==> config.mk <==
export PLATFORM = sky130hd
export DESIGN_NAME = regfile_bank
export DESIGN_NICKNAME = d
export VERILOG_FILES = /design/src/rtl/regfile_bank.sv
export SDC_FILE = /design/constraint.sdc
export NUM_CORES = 1
export LEC_CHECK = 0
export BUFFER_PORTS_ARGS = -buffer_cell sky130_fd_sc_hd__buf_2
export CAP_MARGIN = 5
export CORE_UTILIZATION = 40
export CTS_CLUSTER_SIZE = 14
export DETAILED_ROUTE_END_ITERATION = 7
export GPL_ROUTABILITY_DRIVEN = 0
export HOLD_SLACK_MARGIN = 0.1
export PLACE_DENSITY_LB_ADDON = 0.12
export SETUP_SLACK_MARGIN = 0.1
export SLEW_MARGIN = 15
export SYNTH_ARGS = -nofsm -noshare
export SYNTH_HDL_FRONTEND = slang
export SYNTH_SLANG_ARGS = --single-unit
==> constraint.sdc <==
create_clock -name clk -period 2.5 [get_ports clk]
set_input_delay 0.25 -clock clk [delete_from_list [all_inputs] [get_ports clk]]
set_output_delay 0.25 -clock clk [all_outputs]
set_load 0.02 [all_outputs]
==> src/rtl/regfile_bank.sv <==
// 2-read/1-write register bank with valid bits, write handshake/ack,
// optional write-to-read bypass, optional hard-wired zero register and a sequential clear engine.
module regfile_bank #(
  parameter int DATA_WIDTH = 4,
  parameter int ADDR_WIDTH = 2,
  parameter int REG_COUNT  = 4,
  parameter bit BYPASS     = 1'b1,
  parameter bit ZERO_REG   = 1'b0
) (
  input  logic                  clk,
  input  logic                  rst,
  input  logic                  clr_req,
  input  logic                  wr_valid,
  output logic                  wr_ready,
  input  logic [ADDR_WIDTH-1:0] wr_addr,
  input  logic [DATA_WIDTH-1:0] wr_data,
  output logic                  wr_ack,
  input  logic [ADDR_WIDTH-1:0] rd_addr1,
  output logic [DATA_WIDTH-1:0] rd_data1,
  output logic                  rd_valid1,
  input  logic [ADDR_WIDTH-1:0] rd_addr2,
  output logic [DATA_WIDTH-1:0] rd_data2,
  output logic                  rd_valid2,
  output logic                  busy
);

  typedef enum logic {S_CLEAR, S_RUN} state_t;

  localparam logic [ADDR_WIDTH-1:0] LAST_IDX = ADDR_WIDTH'(REG_COUNT - 1);

  state_t                  state_reg;
  logic [ADDR_WIDTH-1:0]   cnt_reg;
  logic [REG_COUNT-1:0]    valid_reg;
  logic                    wr_ack_reg;
  logic                    busy_reg;
  logic [DATA_WIDTH-1:0]   mem [REG_COUNT];
  logic                    accept;
  logic                    zero_target;

  // A pending clear request wins over a simultaneous write.
  assign wr_ready    = (state_reg == S_RUN) && !clr_req;
  assign accept      = wr_valid && wr_ready;
  assign zero_target = ZERO_REG && (wr_addr == '0);
  assign wr_ack      = wr_ack_reg;
  assign busy        = busy_reg;

  always_ff @(posedge clk or posedge rst) begin
    if (rst) begin
      state_reg  <= S_CLEAR;
      cnt_reg    <= '0;
      valid_reg  <= '0;
      wr_ack_reg <= 1'b0;
      busy_reg   <= 1'b1;
    end else begin
      wr_ack_reg <= accept;
      case (state_reg)
        S_CLEAR: begin
          if (cnt_reg == LAST_IDX) begin
            state_reg <= S_RUN;
            cnt_reg   <= '0;
            busy_reg  <= 1'b0;
          end else begin
            cnt_reg <= cnt_reg + 1'b1;
          end
        end
        default: begin
          if (clr_req) begin
            state_reg <= S_CLEAR;
            cnt_reg   <= '0;
            valid_reg <= '0;
            busy_reg  <= 1'b1;
          end else if (accept) begin
            valid_reg[wr_addr] <= 1'b1;
          end
        end
      endcase
    end
  end

  // Data storage has no reset; the clear engine zeroes one entry per cycle.
  always_ff @(posedge clk) begin
    if (state_reg == S_CLEAR) begin
      mem[cnt_reg] <= '0;
    end else if (accept && !zero_target) begin
      mem[wr_addr] <= wr_data;
    end
  end

  generate
    for (genvar gi = 0; gi < 2; gi++) begin : g_rd
      logic [ADDR_WIDTH-1:0] addr;
      logic [DATA_WIDTH-1:0] data;
      logic                  vld;

      assign addr = (gi == 0) ? rd_addr1 : rd_addr2;

      // Zero register overrides everything, even the clear mask.
      always_comb begin
        data = mem[addr];
        vld  = valid_reg[addr];
        if (ZERO_REG && (addr == '0)) begin
          data = '0;
          vld  = 1'b1;
        end else if (busy_reg) begin
          data = '0;
          vld  = 1'b0;
        end else if (BYPASS && accept && (wr_addr == addr)) begin
          data = wr_data;
          vld  = 1'b1;
        end
      end
    end
  endgenerate

  assign rd_data1  = g_rd[0].data;
  assign rd_valid1 = g_rd[0].vld;
  assign rd_data2  = g_rd[1].data;
  assign rd_valid2 = g_rd[1].vld;

endmodule
# After elaboration in Yosys (flattened, before gate mapping)
# Memory sizes are Yosys's and may differ from the RTL's.
# Index checks and enable logic that the tools add are counted.
# totals
ff_bits	9
latch_bits	0
ram_bits	16
mem_bits_ro	0
in_bits	14
elab_cells	59
memories	1
# memory_table
memory	depth	word_bits	rd	rd_clocked_by_memory_dff	write_ports	line	rtl
mem	4	4	2	0	1	36	logic [DATA_WIDTH-1:0] mem [REG_COUNT];
# classes
n_addsub	1
mul	0
div_mod_pow	0
n_lt_le_gt_ge	4
eq_ne	4
shift	0
muxes	32
bitwise	1
reduce_logical	11
# op_table
op	n
2-to-1 mux 4 bit	7
2-to-1 mux 1 bit	18
< comparator 2 x 3 -> 1 bit, second input constant	3
2-to-1 mux 2 bit	4
logical AND 1 bit	5
binary-select mux 1 bit (select 2 bit)	2
== test 2 bit	2
OR 4 bit	1
AND reduction 2 bit	2
nonzero test 2 bit	2
OR reduction 4 bit	1
adder 2 x 1 -> 2 bit, second input constant	1
demux 1 bit (select 2 bit)	1
== test 2 bit, second input constant	1
greater-or-equal comparator 2 x 1 -> 1 bit, second input constant	1
inequality test 2 bit, second input constant	1
logical NOT 1 bit	1

# Longest topological paths before layout
# logic_depth
depth_word	8
depth_mapped	5

# Least setup slack after synthesis
# OpenSTA, ideal clock, no wires.
# synth_path
kind	in2out
from	input wr_addr[0]
to	output rd_data2[0]
t_arrival_ps	1197
required_ps	2250
setup_slack_ps	1053
stages	4
path_cell_list	buf_2 > xnor2_1 > nand4_1 > a21oi_1
# synth_via
elab_chain_cells	4
# synth_lines
element	line	rtl
start, declared	15	input logic [ADDR_WIDTH-1:0] wr_addr,
== test 2 bit	107	end else if (BYPASS && accept && (wr_addr == addr)) begin
logical AND 1 bit	107	
2-to-1 mux 4 bit	107	
2-to-1 mux 4 bit	104	end else if (busy_reg) begin
end, declared	22	output logic [DATA_WIDTH-1:0] rd_data2,
# No other way between the ends.

# Worst setup path after layout
# layout_path
from	register state_reg
to	output rd_data2[1]
# layout_via
elab_chain_cells	5
# layout_lines
element	line	rtl
start, declared	31	state_t state_reg;
start signal, assigned	49	state_reg <= S_CLEAR;
start signal, assigned	59	state_reg <= S_RUN;
start signal, assigned	68	state_reg <= S_CLEAR;
logical AND 1 bit	41	assign wr_ready = (state_reg == S_RUN) && !clr_req;
logical AND 1 bit	42	assign accept = wr_valid && wr_ready;
logical AND 1 bit	107	
2-to-1 mux 4 bit	107	
2-to-1 mux 4 bit	104	
# No other way between the ends.

==> impl_metrics.csv <==
group,metric,value,unit
setup_path,endpoint,"rd_data2[1]",
timing,drv_slew,0,
setup_path,cpLargestDelayFamily,"flip-flops",
grt,grtUsageTotal,19.3,%
worst_hold_path,hold_class,"in -> reg",
grt,grt_max_degree,20,
layout,fin_util,47.8,%
layout,layout_common_cells,"buf_2, edfxtp_1, a21oi_1, mux4_2",
place,place_area,1600,µm²
routing,dr.pass1.iters,4,
layout,antennaDiodeCount,0,
cts,cts_inserted_buffers,3,
routing,viasPerCell,5.82,
cts,post_cts_buffers,0,
pwr,clkPwrFrac,11.6,%
pwr,p_leak,0.658,nW
grt,grt_pass1_wl,5.64,mm
grt,grt_pass1_vias,1108,
setup_path,r2r_start,"state_reg$_DFF_PP0_",
cts,clk_path_buf_depth,2,
synth,ys_seq_area_share,48.6,%
place,place_hpwl,2.47,mm
timing,fin_setup_tns,0,ns
setup_path,cp_max_fo,19,
grt,antenna_found_initial,0,
pwr,intPower,0.951,mW
layout,final_common_cell,"buf_2",
floorplanning,die_x,62.3,µm
setup_path,slowest_delay,0.60,ns
layout,design_area,1630,µm²
cts,tritoncts,"yes",
setup_path,path_class,"reg -> out",
timing,rsz0062_at_grt,"false",
pwr,power_density,951,nW/µm²
routing,vias,1082,
cts,ctsResizeCount,0,
synth,ys_seq_elements,25,
cts,root_buffer,"clkbuf_4",
grt,grt_overflow,0,
setup_path,end_kind,"primary output",
floorplanning,core_area,3420,µm²
worst_hold_path,hp-start,"clr_req",
routing,ant_nets,0,
floorplanning,fp.dieH,62.3,µm
cts,cts-htree-levels,1,
routing,wl,3.33,mm
floorplanning,rows,21,
floorplanning,dieArea,3880,µm²
timing,skew,0.00637,ns
synth,yosys_warnings,0,
pwr,p_seq_share,47.2,%
floorplanning,start_util,42.6,%
setup_path,critPathRequiredTime,2.25,ns
place,dp.cells,181,
routing,drt-initial-drc-count,69,
timing,post-route-period-util,85.3,%
timing,setup_slack,0.369,ns
layout,drive_gt1_share,31.4,%
timing,period_minus_slack,2.13,ns
pwr,p_comb_share,41.1,%
setup_path,path_cells,"nand3b_4 -> inv_2 -> nand4_1 -> a21oi_1 -> buf_2",
synth,synth_top_area_cell,"edfxtp_1",
timing,hold_violations,0,
place,dpl_worst_slack,0.778,ns
synth,avgSynthCellArea,12.5,µm²
setup_path,cp-start-kind,"register",
layout,largest_reg_flops,16,
timing,worstMarginPinSlew,0.542,ns
synth,synth_top_area_share,33.0,%
pwr,peakVddDrop,301,µV
setup_path,reg2regPathDepth,3,
cts,numClockSinks,25,
synth,syn_inst,116,
setup_path,crit_arrival,1.88,ns
cts,path_clk_slew,0.13,ns
synth,synth_area,1460,µm²
cts,hold_buffers,1,
setup_path,crit_cells,5,
pwr,swShare,38.8,%
layout,nNetsFinal,156,
timing,slew_headroom,63.6,%
layout,synthToLayoutAreaGrowth,12.3,%
synth,synthTopCellsByArea,"edfxtp_1, mux4_2, dfrtp_1",
timing,finalSetupViolations,0,
synth,synth_nets,131,
routing,drc,0,
setup_path,crit_path_start,"state_reg$_DFF_PP0_",
place,portBuffers,26,
run_status,status,"finished clean",
setup_path,crit_buf_inv,2,
timing,fmax,0.469,GHz
routing,wire_per_inst,17.9,µm
layout,final_cells,186,
cts,clk_latency,0.32,ns
setup_path,r2r_slack,0.77,ns
floorplanning,ios,27,
synth,ys_types,28,
job,max_cap_viol_count,0,
setup_path,crit_slowest_cell,"dfrtp_1",
pwr,power.switching,0.603,mW
setup_path,regToRegEndpoint,"mem[0][0]$_DFFE_PP_",
## synthesized netlist by cell type (all sizes together)
cell / instances
a41oi: 2
nand3b: 1
and2: 4
mux4: 10
o21ai: 4
dfstp: 1
nor2: 5
o31ai: 8
a21o: 2
a22o: 2
inv: 6
nand4: 8
clkbuf: 2
nand2: 2
a21oi: 12
edfxtp: 16
xor2: 4
nor2b: 1
dfrtp: 8
a31oi: 4
xnor2: 4
nand3: 1
ha: 1
buf: 7
a32o: 1
## worst min path at each step
stage               cells after the start                  endpoint  slack [ns]
floorplan                               1    cnt_reg[0]$_DFFE_PP0P_        0.08
global placement                        2    cnt_reg[1]$_DFFE_PP0P_        0.22
detailed placement                      2    cnt_reg[1]$_DFFE_PP0P_        0.23
CTS                                     2  valid_reg[0]$_DFFE_PP0P_        0.16
global route                            2  valid_reg[1]$_DFFE_PP0P_        0.16
finish                                  2  valid_reg[0]$_DFFE_PP0P_        0.18
## metal layers
metal | track usage, % | wire (µm) | up-vias | share of wire, %
met4 | 11.3 | 85 | 0 | 2.6
li1 | - | - | 505 | -
met1 | 24.7 | 1460 | 536 | 44
met2 | 30.6 | 1630 | 32 | 49
met5 | 0 | 0 | - | 0
met3 | 3.68 | 154 | 9 | 4.6
## kinds of logic after synthesis
| group | synth area share [%] |
|---|---|
| AOI/OAI and AO/OA | 15.5 |
| xor gates and xnor gates | 4.81 |
| adders and majority gates | 0.860 |
| buffers and inverters | 5.67 |
| DFF | 48.6 |
| muxes | 15.5 |
| and+or+nand+nor | 9.11 |
## power groups by stage
stage	Clock [mW]	Sequential, mW	Combinational (mW)
2_1_floorplan	0	0.694	0.472
3_3_place_gp	0	0.742	0.639
3_5_place_dp	0	0.744	0.639
4_1_cts	0.192	0.735	0.642
5_1_grt	0.212	0.759	0.687
6_report	0.181	0.734	0.639
## worst register-to-register path, stage by stage (launching register included)
cell and delay (ns):
dfrtp_1 0.60, nand3b_4 0.19, inv_2 0.27, a22o_1 0.36
## through the flow
step | total power, mW | hold slack, ns
after floorplan | 1.17 | 0.0772
after global placement | 1.38 | 0.224
after detailed placement | 1.38 | 0.230
after CTS | 1.57 | 0.159
after global routing | 1.66 | 0.158
final | 1.55 | 0.178
## area by class of cell
| class | instances | area, µm² |
|---|---|---|
| well taps | 46 | 57.6 |
| clock buffers | 4 | 26.3 |
| multi-input cells | 76 | 666 |
| inverters | 6 | 22.5 |
| repair buffers | 29 | 155 |
| fillers | 324 | 1780 |
| flip-flops and latches | 25 | 707 |
No activity file was read; power rests on OpenSTA's default activity.
